### config.mk
export PLATFORM = sky130hd
export DESIGN_NAME = mc_cmd_queue_flat
export DESIGN_NICKNAME = d
export VERILOG_FILES = /design/src/rtl/mc_cmd_queue_pkg.sv /design/src/rtl/mc_cmd_queue_if.sv /design/src/rtl/mc_cmd_fifo.sv /design/src/rtl/mc_cmd_queue.sv /design/src/flat_wrapper.sv
export SDC_FILE = /design/constraint.sdc
export NUM_CORES = 1
export LEC_CHECK = 0
export CAP_MARGIN = 20
export CORE_MARGIN = 3
export CORE_UTILIZATION = 57
export DETAILED_ROUTE_END_ITERATION = 8
export PLACE_DENSITY = 0.83
export SLEW_MARGIN = 20
export SYNTH_ARGS = -nofsm -noshare
export SYNTH_HDL_FRONTEND = slang
export SYNTH_HIERARCHICAL = 1
export SYNTH_SLANG_ARGS = --single-unit
### constraint.sdc
create_clock -name clk -period 4.5 [get_ports clk]
set_clock_uncertainty 0.05 [all_clocks]
set_input_delay 1.125 -clock clk [delete_from_list [all_inputs] [get_ports clk]]
set_output_delay 1.125 -clock clk [all_outputs]
set_load 0.005 [all_outputs]
### src/rtl/mc_cmd_queue_pkg.sv
// Shared widths, defaults and FSM encoding for the CPU-side memory-controller command queue.
// Every block in the queue slice imports this package.
package mc_cmd_queue_pkg;

  localparam int MC_DATA_W = 16;
  localparam int MC_ADDR_W = 4;
  localparam int MC_DEPTH  = 4;
  localparam int MC_RD_LAT = 2;

  typedef enum logic [1:0] {
    ST_IDLE  = 2'd0,
    ST_WR    = 2'd1,
    ST_RD    = 2'd2,
    ST_RWAIT = 2'd3
  } mc_state_e;

  // Width of a counter that must hold values 0..max_val inclusive.
  function automatic int cnt_width(input int max_val);
    return (max_val < 2) ? 1 : $clog2(max_val + 1);
  endfunction

endpackage

### src/rtl/mc_cmd_queue_if.sv
// Request, controller and response signals of the command queue, grouped as one bundle.
// The slave modport is the queue itself; the master modport is the CPU plus controller side.
interface mc_cmd_queue_if
  import mc_cmd_queue_pkg::*;
#(
  parameter int DATA_W = MC_DATA_W,
  parameter int ADDR_W = MC_ADDR_W
);

  logic              req_valid;
  logic              req_ready;
  logic              req_we;
  logic [ADDR_W-1:0] req_addr;
  logic [DATA_W-1:0] req_wdata;

  logic              CPU_RD;
  logic              CPU_WR;
  logic [ADDR_W-1:0] mc_addr;
  logic [DATA_W-1:0] mc_wdata;
  logic [DATA_W-1:0] mc_rdata;

  logic              rsp_valid;
  logic [DATA_W-1:0] rsp_rdata;
  logic [ADDR_W-1:0] rsp_addr;

  logic              busy;

  modport slave (
    input  req_valid, req_we, req_addr, req_wdata, mc_rdata,
    output req_ready, CPU_RD, CPU_WR, mc_addr, mc_wdata,
           rsp_valid, rsp_rdata, rsp_addr, busy
  );

  modport master (
    output req_valid, req_we, req_addr, req_wdata, mc_rdata,
    input  req_ready, CPU_RD, CPU_WR, mc_addr, mc_wdata,
           rsp_valid, rsp_rdata, rsp_addr, busy
  );

endinterface

### src/rtl/mc_cmd_fifo.sv
// In-order command FIFO with a registered occupancy count; pointers wrap modulo DEPTH.
// Storage is not reset: only the pointers and count define which entries are live.
module mc_cmd_fifo
  import mc_cmd_queue_pkg::*;
#(
  parameter int WIDTH = 1 + MC_ADDR_W + MC_DATA_W,
  parameter int DEPTH = MC_DEPTH
) (
  input  logic                           clk,
  input  logic                           rst,
  input  logic                           push,
  input  logic                           pop,
  input  logic [WIDTH-1:0]               din,
  output logic [WIDTH-1:0]               dout,
  output logic [cnt_width(DEPTH)-1:0]    count,
  output logic                           full,
  output logic                           empty
);

  localparam int PTR_W = (DEPTH < 2) ? 1 : $clog2(DEPTH);
  localparam int CNT_W = cnt_width(DEPTH);

  logic [WIDTH-1:0] mem [DEPTH];
  logic [PTR_W-1:0] wr_ptr;
  logic [PTR_W-1:0] rd_ptr;
  logic             do_push;
  logic             do_pop;

  assign full    = (count == CNT_W'(DEPTH));
  assign empty   = (count == '0);
  assign do_push = push & ~full;
  assign do_pop  = pop & ~empty;
  assign dout    = mem[rd_ptr];

  always_ff @(posedge clk or posedge rst) begin
    if (rst) begin
      wr_ptr <= '0;
      rd_ptr <= '0;
      count  <= '0;
    end else begin
      if (do_push) wr_ptr <= wr_ptr + PTR_W'(1);
      if (do_pop)  rd_ptr <= rd_ptr + PTR_W'(1);
      // A push and a pop on the same edge leave the occupancy unchanged.
      case ({do_push, do_pop})
        2'b10:   count <= count + CNT_W'(1);
        2'b01:   count <= count - CNT_W'(1);
        default: count <= count;
      endcase
    end
  end

  always_ff @(posedge clk) begin
    if (do_push) mem[wr_ptr] <= din;
  end

endmodule

### src/rtl/mc_cmd_queue.sv
// CPU-side command front end: queues read/write requests and issues them one at a time as
// single-cycle CPU_RD/CPU_WR strobes, returning read data RD_LAT edges after each read strobe.
module mc_cmd_queue
  import mc_cmd_queue_pkg::*;
#(
  parameter int DATA_W = MC_DATA_W,
  parameter int ADDR_W = MC_ADDR_W,
  parameter int DEPTH  = MC_DEPTH,
  parameter int RD_LAT = MC_RD_LAT
) (
  input logic           clk,
  input logic           rst,
  mc_cmd_queue_if.slave bus
);

  localparam int ENTRY_W = 1 + ADDR_W + DATA_W;
  localparam int CNT_W   = cnt_width(DEPTH);
  localparam int LAT_W   = (RD_LAT > 2) ? $clog2(RD_LAT) : 1;

  mc_state_e state, state_n;

  logic [LAT_W-1:0]  lat_cnt, lat_n;
  logic              cpu_rd_q, cpu_rd_n;
  logic              cpu_wr_q, cpu_wr_n;
  logic [ADDR_W-1:0] mc_addr_q, mc_addr_n;
  logic [DATA_W-1:0] mc_wdata_q, mc_wdata_n;
  logic              rsp_valid_q, rsp_valid_n;
  logic [DATA_W-1:0] rsp_rdata_q, rsp_rdata_n;
  logic [ADDR_W-1:0] rsp_addr_q, rsp_addr_n;

  logic               fifo_push;
  logic               fifo_pop;
  logic [ENTRY_W-1:0] fifo_din;
  logic [ENTRY_W-1:0] fifo_dout;
  logic [CNT_W-1:0]   fifo_count;
  logic               fifo_full;
  logic               fifo_empty;

  logic               head_we;
  logic [ADDR_W-1:0]  head_addr;
  logic [DATA_W-1:0]  head_wdata;

  assign fifo_push  = bus.req_valid & bus.req_ready;
  assign fifo_din   = {bus.req_we, bus.req_addr, bus.req_wdata};
  assign head_we    = fifo_dout[ENTRY_W-1];
  assign head_addr  = fifo_dout[DATA_W +: ADDR_W];
  assign head_wdata = fifo_dout[DATA_W-1:0];

  mc_cmd_fifo #(
    .WIDTH (ENTRY_W),
    .DEPTH (DEPTH)
  ) u_fifo (
    .clk   (clk),
    .rst   (rst),
    .push  (fifo_push),
    .pop   (fifo_pop),
    .din   (fifo_din),
    .dout  (fifo_dout),
    .count (fifo_count),
    .full  (fifo_full),
    .empty (fifo_empty)
  );

  // Acceptance looks only at the registered count, so a same-cycle pop never frees a slot early.
  assign bus.req_ready = ~fifo_full;
  assign bus.busy      = (fifo_count != '0) || (state != ST_IDLE);

  assign bus.CPU_RD    = cpu_rd_q;
  assign bus.CPU_WR    = cpu_wr_q;
  assign bus.mc_addr   = mc_addr_q;
  assign bus.mc_wdata  = mc_wdata_q;
  assign bus.rsp_valid = rsp_valid_q;
  assign bus.rsp_rdata = rsp_rdata_q;
  assign bus.rsp_addr  = rsp_addr_q;

  always_ff @(posedge clk or posedge rst) begin
    if (rst) begin
      state       <= ST_IDLE;
      lat_cnt     <= '0;
      cpu_rd_q    <= 1'b0;
      cpu_wr_q    <= 1'b0;
      mc_addr_q   <= '0;
      mc_wdata_q  <= '0;
      rsp_valid_q <= 1'b0;
      rsp_rdata_q <= '0;
      rsp_addr_q  <= '0;
    end else begin
      state       <= state_n;
      lat_cnt     <= lat_n;
      cpu_rd_q    <= cpu_rd_n;
      cpu_wr_q    <= cpu_wr_n;
      mc_addr_q   <= mc_addr_n;
      mc_wdata_q  <= mc_wdata_n;
      rsp_valid_q <= rsp_valid_n;
      rsp_rdata_q <= rsp_rdata_n;
      rsp_addr_q  <= rsp_addr_n;
    end
  end

  // lat_cnt counts edges since the read strobe rose; the capture edge is where it reaches RD_LAT-1.
  always_comb begin
    state_n     = state;
    lat_n       = lat_cnt;
    cpu_rd_n    = 1'b0;
    cpu_wr_n    = 1'b0;
    mc_addr_n   = mc_addr_q;
    mc_wdata_n  = mc_wdata_q;
    rsp_valid_n = 1'b0;
    rsp_rdata_n = rsp_rdata_q;
    rsp_addr_n  = rsp_addr_q;
    fifo_pop    = 1'b0;

    case (state)
      ST_IDLE: begin
        if (!fifo_empty) begin
          fifo_pop   = 1'b1;
          mc_addr_n  = head_addr;
          mc_wdata_n = head_wdata;
          if (head_we) begin
            cpu_wr_n = 1'b1;
            state_n  = ST_WR;
          end else begin
            cpu_rd_n = 1'b1;
            lat_n    = '0;
            state_n  = ST_RD;
          end
        end
      end

      ST_WR: begin
        state_n = ST_IDLE;
      end

      ST_RD: begin
        if (RD_LAT == 1) begin
          rsp_valid_n = 1'b1;
          rsp_rdata_n = bus.mc_rdata;
          rsp_addr_n  = mc_addr_q;
          state_n     = ST_IDLE;
        end else begin
          lat_n   = lat_cnt + LAT_W'(1);
          state_n = ST_RWAIT;
        end
      end

      ST_RWAIT: begin
        if (lat_cnt == LAT_W'(RD_LAT - 1)) begin
          rsp_valid_n = 1'b1;
          rsp_rdata_n = bus.mc_rdata;
          rsp_addr_n  = mc_addr_q;
          state_n     = ST_IDLE;
        end else begin
          lat_n = lat_cnt + LAT_W'(1);
        end
      end

      default: begin
        state_n = ST_IDLE;
      end
    endcase
  end

endmodule

### src/flat_wrapper.sv
// flat-port wrapper written by rule: the top's interface ports become plain ports
module mc_cmd_queue_flat import mc_cmd_queue_pkg::*;
#(
  parameter int DATA_W = MC_DATA_W,
  parameter int ADDR_W = MC_ADDR_W,
  parameter int DEPTH  = MC_DEPTH,
  parameter int RD_LAT = MC_RD_LAT
)
  (clk, rst, bus_req_valid, bus_req_we, bus_req_addr, bus_req_wdata, bus_mc_rdata, bus_req_ready, bus_CPU_RD, bus_CPU_WR, bus_mc_addr, bus_mc_wdata, bus_rsp_valid, bus_rsp_rdata, bus_rsp_addr, bus_busy);
  mc_cmd_queue_if #(.DATA_W(DATA_W), .ADDR_W(ADDR_W)) bus_i ();
  input logic clk;
  input logic rst;
  input wire logic [$bits(bus_i.req_valid)-1:0] bus_req_valid;
  input wire logic [$bits(bus_i.req_we)-1:0] bus_req_we;
  input wire logic [$bits(bus_i.req_addr)-1:0] bus_req_addr;
  input wire logic [$bits(bus_i.req_wdata)-1:0] bus_req_wdata;
  input wire logic [$bits(bus_i.mc_rdata)-1:0] bus_mc_rdata;
  output wire logic [$bits(bus_i.req_ready)-1:0] bus_req_ready;
  output wire logic [$bits(bus_i.CPU_RD)-1:0] bus_CPU_RD;
  output wire logic [$bits(bus_i.CPU_WR)-1:0] bus_CPU_WR;
  output wire logic [$bits(bus_i.mc_addr)-1:0] bus_mc_addr;
  output wire logic [$bits(bus_i.mc_wdata)-1:0] bus_mc_wdata;
  output wire logic [$bits(bus_i.rsp_valid)-1:0] bus_rsp_valid;
  output wire logic [$bits(bus_i.rsp_rdata)-1:0] bus_rsp_rdata;
  output wire logic [$bits(bus_i.rsp_addr)-1:0] bus_rsp_addr;
  output wire logic [$bits(bus_i.busy)-1:0] bus_busy;
  assign bus_i.req_valid = bus_req_valid;
  assign bus_i.req_we = bus_req_we;
  assign bus_i.req_addr = bus_req_addr;
  assign bus_i.req_wdata = bus_req_wdata;
  assign bus_i.mc_rdata = bus_mc_rdata;
  assign bus_req_ready = bus_i.req_ready;
  assign bus_CPU_RD = bus_i.CPU_RD;
  assign bus_CPU_WR = bus_i.CPU_WR;
  assign bus_mc_addr = bus_i.mc_addr;
  assign bus_mc_wdata = bus_i.mc_wdata;
  assign bus_rsp_valid = bus_i.rsp_valid;
  assign bus_rsp_rdata = bus_i.rsp_rdata;
  assign bus_rsp_addr = bus_i.rsp_addr;
  assign bus_busy = bus_i.busy;
  mc_cmd_queue #(.DATA_W(DATA_W), .ADDR_W(ADDR_W), .DEPTH(DEPTH), .RD_LAT(RD_LAT)) u_core (.clk(clk), .rst(rst), .bus(bus_i));
endmodule
==> results of run 1 <==
## area by class of cell
type	instances	area (um2)	area share [%]
inverter	11	42.54	0.6234
multi-input combinational	100	1333	19.53
sequential	137	3849	56.40
timing repair buffer	90	885.9	12.98
clock buffer	20	456.7	6.692
tap	108	135.1	1.980
clock inverter	12	122.6	1.797
## power by group
part           switching (mW)  internal, mW  leakage, nW  total (mW)
clock network           0.494         0.830        0.276        1.32
registers               0.287          1.76         1.39        2.05
logic                   0.575          1.00        0.946        1.58
total                    1.36          3.60         2.61        4.95
## logic make-up (layout without fill, tap and decap cells)
logic type,count (synthesis),in the layout
AOI/OAI and AO/OA,6,6
xor gates and xnor gates,6,6
adders and majority gates,6,6
buffers and inverters,20,133
DFF,137,137
muxes,63,63
and+or+nand+nor,19,19
## final timing paths
path | start | end | slack, ps | cells past startpoint
min in group asynchronous | rst | u_core/u_fifo/count[2] | 870 | 2
worst min register to register | u_core/bus.rsp_rdata[14] | u_core/bus.rsp_rdata[14] | 460 | 1
worst min-delay path | u_core/bus.rsp_rdata[14] | u_core/bus.rsp_rdata[14] | 460 | 1
worst max-delay path | u_core/u_fifo/count[0] | bus_req_ready | 1570 | 3
worst max register to register | u_core/u_fifo/count[0] | u_core/u_fifo/count[1] | 2010 | 7
max in group asynchronous | rst | u_core/bus.mc_wdata[13] | 2850 | 2
## routing by layer
layer / share of wire, % / GRT usage [%] / wire [um] / vias up
li1: - / - / - / 1183
met1: 41 / 26.42 / 4088 / 1363
met2: 51 / 33.52 / 5079 / 107
met3: 7.2 / 6.022 / 712 / 7
met4: 0.72 / 7.568 / 72 / 0
met5: 0 / 0 / 0 / -
## sequential cells by signal, indices dropped and copies added, names as in the netlist
| signal | cells |
|---|---|
| u_core/u_fifo/wr_ptr | 2 |
| u_core/bus.rsp_rdata | 16 |
| u_core/u_fifo/mem | 84 |
| u_core/lat_cnt | 1 |
| u_core/state | 2 |
| u_core/bus.CPU_RD | 1 |
| u_core/bus.CPU_WR | 1 |
| u_core/bus.rsp_valid | 1 |
| u_core/u_fifo/count | 3 |
| u_core/bus.mc_wdata | 16 |
| u_core/bus.mc_addr | 4 |
| u_core/u_fifo/rd_ptr | 2 |
| u_core/bus.rsp_addr | 4 |
## cells in the mapped netlist, types with 4 or more instances
| cell | instances | share of area, % |
|---|---|---|
| dfrtp_1 | 53 | 25 |
| mux2_2 | 20 | 4.2 |
| buf_6 | 4 | 0.85 |
| edfxtp_1 | 84 | 47 |
| ha_1 | 5 | 1.2 |
| inv_1 | 11 | 0.78 |
| mux2_4 | 20 | 5.6 |
| and2_1 | 5 | 0.59 |
| mux4_2 | 18 | 7.6 |
## through the flow
stage	instance area, um2	std cells	hold slack [ps]
2_1_floorplan	5325	257	445.2
3_3_place_gp	6243	446	435.9
3_5_place_dp	6243	446	440.2
4_1_cts	6823	478	457.1
5_1_grt	6824	478	463.4
6_report	6824	478	456.0
## cells in the final DEF (no fill, tap or decap), types with 6 or more instances in the layout
master,instances
clkdlybuf4s50_1,84
edfxtp_1,84
dfrtp_1,53
mux2_2,20
mux2_4,20
mux4_2,18
clkbuf_16,17
inv_1,10
buf_4,6
==> results.yml, run 1 <==
floorplanning:
  die_w_um: 102.7
  die_area_um2: 10540
  coreArea_um2: 8891
  row_count: 34
  chipHeight_um: 102.7
  io_pins: 85
  initial_utilization_pct: 59.89
critical_path:
  worstPathRequired_ps: 3320
  path_cells: "nor3b_2 -> inv_1 -> clkdlybuf4s50_1"
  start_kind: "flop"
  critPathKind: "reg -> out"
  cp_max_fo: 6
  path_buf_inv: 2
  slowest_delay_ps: 450
  critical-path-top-delay-family: "buffers and inverters"
  crit_path_end_kind: "output pin"
  arrival_ps: 1750
  worst_path_max_delay_cell: "dfrtp_1"
routing:
  ant_nets: 0
  drt_wl_total_mm: 9.952
  vias_per_cell: 5.565
  vias: 2660
  drc_errors: 0
  drt-initial-drc-count: 236
  post_drt_wl_per_cell_um: 20.82
  firstDrtPassIters: 4
logic_synthesis:
  avgSynthCellArea_um2: 20.72
  ys_warn_count: 6
  synth_xor_xnor_area_share_pct: 0.9868
  yosys_most_used_dff: "edfxtp_1"
  ys_seq_area_share_pct: 72.27
  synth-simple-area-share_pct: 2.397
  synth.area.mux_share_pct: 19.36
  synth_top_family_by_area: "multiplexers"
  synth-compound-area-share_pct: 0.7284
  yosysUniqueCellTypes: 32
  synth_seq_cells: 137
  syn_nets: 303
  ys_async_sr_fraction_pct: 38.69
  synth_edf_count: 84
  syn_area_um2: 5325
  syn_inst: 257
  synthAdderAreaFrac_pct: 1.551
placed_design:
  numPortBuffers: 84
  place_congestion: 0.7608
  pre_cts_ws_ps: 1173
  dp_hpwl_mm: 6.231
clocking:
  root_buffer: "clkbuf_8"
  post_cts_resized: 0
  path_clk_slew_ps: 60
  cts_tree: "yes"
  cts_setup_buffers: 0
  hold_buffers: 0
  clockBufferDepth: 2
  htreeDepth: 4
  clkLatencyLatePin_ps: 510
  clock-sinks: 137
  cts_buffers: 17
sta:
  worst_pin_slew_ps: 1027
  setup_ws_ps: 1574
  rsz0062_at_grt: "false"
  post-route-min-period_ps: 2926
  drv_slew: 0
  setup_violations: 0
  fin_tns_setup_ps: 0
  max_freq_ghz: 0.3418
  max_slew_margin_pct: 31.53
  hold_violations: 0
  post-route-period-util_pct: 65.02
finish:
  nFillCells: 483
  nNetsFinal: 403
  final_util_pct: 76.75
  layout-drive-gt1-share_pct: 27.03
  antennaDiodeCount: 0
  area_growth_pct: 28.15
flow_run:
  cap_violations: 0
power_and_ir_drop:
  power_leakage_nw: 2.614
  powerDensity_nw_per_um2: 725.9
  fin_total_pwr_mw: 4.954
  vdd.ir_drop.worst_mv: 0.3702
global_route:
  grt_pass1_vias: 2832
  grt_usage_pct: 20.51
  grt_pass1_wl_mm: 15.36
  grt_max_degree: 47
  antenna_found_initial: 0
  grt_overflow_total: 0
run_status:
  outcome: "complete, no violations"
worst_hold_path:
  hold_path_class: "reg -> reg"
(Power assumes the default switching activity.)
==> run 2: changes to the inputs <==
--- a/config.mk
+++ b/config.mk
@@ -7,9 +7,9 @@
 export LEC_CHECK = 0
 export CAP_MARGIN = 20
 export CORE_MARGIN = 3
-export CORE_UTILIZATION = 57
+export CORE_UTILIZATION = 53
 export DETAILED_ROUTE_END_ITERATION = 8
-export PLACE_DENSITY = 0.83
+export PLACE_DENSITY = 0.78
 export SLEW_MARGIN = 20
 export SYNTH_ARGS = -nofsm -noshare
 export SYNTH_HDL_FRONTEND = slang
==> constraint.sdc (replaced) <==
create_clock -name clk -period 2.7 [get_ports clk]
set_clock_uncertainty 0.05 [all_clocks]
set_input_delay 0.675 -clock clk [delete_from_list [all_inputs] [get_ports clk]]
set_output_delay 0.675 -clock clk [all_outputs]
set_load 0.005 [all_outputs]
==> results.yml, run 2 (synthesized netlist as in run 1, its figures left out) <==
power_and_ir_drop:
  power_leakage_nw: 2.667
  switchingPower_mw: 2.276
  p_seq_share_pct: 39.6
  internal-power_mw: 6.067
  fin_total_pwr_mw: 8.344
  powerDensity_nw_per_um2: 1202
  swShare_pct: 27.28
  vdd.ir_drop.worst_mv: 0.6896
  power_frac_clock_pct: 26.9
  p_comb_share_pct: 33.5
sta:
  hold_violations: 0
  max_freq_ghz: 0.4038
  setup_ws_ps: 223.5
  worst_pin_slew_ps: 598.7
  setup_violations: 0
  fin_tns_setup_ps: 0
  rsz0062_at_grt: "false"
  max_slew_margin_pct: 59.78
  post-route-period-util_pct: 91.72
  drv_slew: 0
  post-route-min-period_ps: 2476
placed_design:
  dp_hpwl_mm: 6.543
  place_congestion: 0.7410
  numPortBuffers: 84
  pre_cts_ws_ps: 140.4
critical_path:
  worstPathRequired_ps: 1980
  path_buf_inv: 2
  slowest_delay_ps: 450
  arrival_ps: 1750
  critPathKind: "reg -> out"
  critical-path-top-delay-family: "buffers and inverters"
  start_kind: "flop"
  worst_path_max_delay_cell: "dfrtp_1"
  cp_max_fo: 6
  crit_path_end_kind: "output pin"
  path_cells: "nor3b_2 -> inv_1 -> clkdlybuf4s50_1"
routing:
  ant_nets: 0
  post_drt_wl_per_cell_um: 19.47
  drt_wl_total_mm: 9.931
  vias: 2696
  firstDrtPassIters: 4
  vias_per_cell: 5.286
  drc_errors: 0
  drt-initial-drc-count: 152
finish:
  top_register: "u_core/u_fifo/mem"
  area_growth_pct: 30.36
  largest_reg_flops: 84
  nNetsFinal: 414
  layout_common_cells: "clkdlybuf4s50_1 (84), edfxtp_1 (84), dfrtp_1 (53)"
  final_util_pct: 73.05
  nFillCells: 558
  antennaDiodeCount: 0
  layout-drive-gt1-share_pct: 28.87
floorplanning:
  initial_utilization_pct: 56.04
  coreArea_um2: 9503
  die_area_um2: 11290
  row_count: 35
  die_w_um: 106.2
  io_pins: 85
  chipHeight_um: 106.2
clocking:
  clkLatencyLatePin_ps: 510
  clock-sinks: 137
  htreeDepth: 4
  hold_buffers: 0
  cts_setup_buffers: 0
  path_clk_slew_ps: 60
  root_buffer: "clkbuf_8"
  post_cts_resized: 0
  cts_tree: "yes"
  cts_buffers: 17
  clockBufferDepth: 2
global_route:
  antenna_found_initial: 0
  grt_pass1_wl_mm: 16.02
  grt_max_degree: 25
  grt_pass1_vias: 2984
  grt_usage_pct: 19.37
  grt_overflow_total: 0
worst_hold_path:
  hold_path_class: "in -> async"
run_status:
  outcome: "complete, no violations"
flow_run:
  cap_violations: 0
-- run 2: changes by cell type in the layout (fill, tap and decap cells not counted), sizes merged --
cell	change
clkbuf	-3
buf	+11
inv	+2
bufinv	+1
-- run 2: metrics by stage --
stage | hold slack (ps) | instance area [um2] | cells
2_1_floorplan | 428.4 | 5325 | 257
3_3_place_gp | 439.7 | 6352 | 478
3_5_place_dp | 440.9 | 6352 | 478
4_1_cts | 407.0 | 6942 | 510
5_1_grt | 426.8 | 6942 | 510
6_report | 421.1 | 6942 | 510
-- run 2: worst register-to-register path, stage by stage, from the launching register on --
cell and delay [ps]:
dfrtp_1 450, nor3_1 550, nor3_4 50, o31a_1 160, ha_1 220, inv_1 70, fa_1 170, xor2_1 140
nor2_1 70, xor2_1 140
-- run 2: path summary, 6_finish.rpt --
| kind | start | end | slack [ps] | cells past startpoint |
|---|---|---|---|---|
| worst min register to register | u_core/bus.rsp_rdata[2] | u_core/bus.rsp_rdata[2] | 450 | 1 |
| max in group asynchronous | rst | u_core/bus.rsp_rdata[4] | 1770 | 3 |
| worst max-delay path | u_core/u_fifo/count[0] | bus_req_ready | 220 | 3 |
| min in group clk | u_core/bus.rsp_rdata[2] | u_core/bus.rsp_rdata[2] | 450 | 1 |
| worst max register to register | u_core/u_fifo/count[0] | u_core/u_fifo/count[2] | 510 | 9 |
| worst min-delay path | rst | u_core/u_fifo/rd_ptr[1] | 420 | 2 |
-- run 2: area by class of cell --
cell class | instances | area [um2] | area share [%]
Tap cell | 129 | 161.4 | 2.325
Timing Repair Buffer | 101 | 968.4 | 13.95
Sequential cell | 137 | 3849 | 55.44
Clock inverter | 15 | 175.2 | 2.523
Inverter | 11 | 41.29 | 0.5948
Multi-Input combinational cell | 100 | 1333 | 19.20
Clock buffer | 17 | 414.1 | 5.966
-- run 2: layer usage --
layer,vias to the layer above,share of wire [%],routed length (um),GRT usage (%)
met5,-,0,0,0
li1,1211,-,-,-
met4,0,1.6,163,6.938
met2,115,52,5163,32.90
met1,1358,39,3866,23.90
met3,12,7.4,738,5.404
-- run 2: power groups by stage --
stage                     registers [mW]  logic, mW  clock network, mW
after global routing                3.39       3.01               2.37
final                               3.30       2.80               2.24
after CTS                           3.32       2.84               2.28
after global placement              3.28       2.73                  0
after floorplan                     3.28       1.71                  0
after detailed placement            3.34       2.81                  0
==> run 3: changes to the inputs <==
--- a/config.mk
+++ b/config.mk
@@ -5,11 +5,12 @@
 export SDC_FILE = /design/constraint.sdc
 export NUM_CORES = 1
 export LEC_CHECK = 0
+export ABC_CLOCK_PERIOD_IN_PS = 2700
 export CAP_MARGIN = 20
 export CORE_MARGIN = 3
-export CORE_UTILIZATION = 53
+export CORE_UTILIZATION = 43
 export DETAILED_ROUTE_END_ITERATION = 8
-export PLACE_DENSITY = 0.78
+export PLACE_DENSITY = 0.65
 export SLEW_MARGIN = 20
 export SYNTH_ARGS = -nofsm -noshare
 export SYNTH_HDL_FRONTEND = slang
==> results.yml, run 3 (synthesized netlist as in run 1, its figures left out) <==
run_status:
  outcome: "complete, no violations"
clocking:
  path_clk_slew_ps: 50
  hold_buffers: 0
  clockBufferDepth: 2
  cts_buffers: 17
  post_cts_resized: 0
  cts_tree: "yes"
  htreeDepth: 4
  root_buffer: "clkbuf_16"
  cts_setup_buffers: 0
  clkLatencyLatePin_ps: 400
  clock-sinks: 137
critical_path:
  cp_max_fo: 6
  crit_path_end_kind: "output pin"
  arrival_ps: 1650
  worstPathRequired_ps: 1980
  worst_path_max_delay_cell: "dfrtp_1"
  start_kind: "flop"
  critPathKind: "reg -> out"
  slowest_delay_ps: 450
  path_cells: "nor3b_2 -> inv_1 -> clkdlybuf4s50_1"
flow_run:
  cap_violations: 0
routing:
  drt_wl_total_mm: 9.726
  ant_nets: 0
  vias: 2645
  post_drt_wl_per_cell_um: 17.81
  vias_per_cell: 4.844
  drt-initial-drc-count: 113
  firstDrtPassIters: 4
  drc_errors: 0
sta:
  worst_pin_slew_ps: 503.5
  fin_tns_setup_ps: 0
  hold_violations: 0
  max_freq_ghz: 0.4205
  rsz0062_at_grt: "false"
  max_slew_margin_pct: 66.13
  drv_slew: 0
  post-route-period-util_pct: 88.07
  setup_violations: 0
  post-route-min-period_ps: 2378
finish:
  postLayoutCellArea_um2: 6982
  layout-drive-gt1-share_pct: 28.31
  layout_common_cells: "clkdlybuf4s50_1 (84), edfxtp_1 (84), dfrtp_1 (53)"
  final_util_pct: 57.88
  area_growth_pct: 31.11
  top_register: "u_core/u_fifo/mem"
  nNetsFinal: 411
  largest_reg_flops: 84
  antennaDiodeCount: 0
placed_design:
  placed_cell_area_um2: 6416
  numPortBuffers: 84
  dp_hpwl_mm: 6.459
  place_congestion: 0.6989
floorplanning:
  die_w_um: 117.3
  io_pins: 85
  die_area_um2: 13760
  initial_utilization_pct: 44.15
  row_count: 40
  chipHeight_um: 117.3
  coreArea_um2: 12060
global_route:
  grt_overflow_total: 0
  grt_pass1_wl_mm: 15.16
  grt_max_degree: 47
  antenna_found_initial: 0
  grt_usage_pct: 15.35
  grt_pass1_vias: 2838
power_and_ir_drop:
  fin_total_pwr_mw: 8.226
  vdd.ir_drop.worst_mv: 0.5117
  power_leakage_nw: 2.675
  powerDensity_nw_per_um2: 1178
worst_hold_path:
  hold_path_class: "reg -> reg"
[run 3: stage by stage]
step / hold slack [ps] / setup slack [ps] / instances
2_1_floorplan: 428.4 / 470.1 / 257
3_3_place_gp: 439.6 / 105.0 / 514
3_5_place_dp: 443.1 / 16.56 / 514
4_1_cts: 458.6 / 287.7 / 546
5_1_grt: 463.3 / 223.1 / 546
6_report: 453.5 / 322.1 / 546
[run 3: layer usage]
metal	vias up	GRT usage [%]	part of all wire [%]	routed length [um]
met5	-	0	0	0
met4	0	5.734	0.95	92
met3	10	5.398	6.6	642
met2	82	25.64	50	4844
met1	1356	18.40	43	4147
li1	1197	-	-	-
[run 3: power breakdown]
part | leakage [nW] | internal, mW | switching, mW
clock | 0.286 | 1.35 | 0.807
combinational | 0.996 | 1.73 | 1.07
sequential | 1.39 | 2.94 | 0.332
total | 2.67 | 6.02 | 2.21
[run 3: worst max-delay path, delay by kind of cell, from the launching register on]
family                 cells  cell delay, ps
AND/OR/NAND/NOR            1             290
flip-flops                 1             450
buffers and inverters      2             510
[run 3: path summary, 6_finish.rpt]
kind / startpoint / endpoint / slack (ps) / cells past startpoint
min in group asynchronous: rst / u_core/u_fifo/count[1] / 500 / 2
worst max-delay path: u_core/u_fifo/count[0] / bus_req_ready / 320 / 3
worst min-delay path: u_core/bus.mc_wdata[8] / u_core/bus.mc_wdata[8] / 450 / 1
max in group asynchronous: rst / u_core/bus.rsp_rdata[6] / 1760 / 3
worst max register to register: u_core/u_fifo/count[0] / u_core/u_fifo/count[2] / 420 / 10
worst min register to register: u_core/bus.mc_wdata[8] / u_core/bus.mc_wdata[8] / 450 / 1
[run 3: layout make-up]
cell class | instances | area [um2]
clock buffer | 26 | 530.5
clock inverter | 6 | 35.03
fill | 948 | 5080
inverter | 11 | 41.29
multi-input combinational | 100 | 1333
sequential | 137 | 3849
tap | 168 | 210.2
timing repair buffer | 98 | 983.4
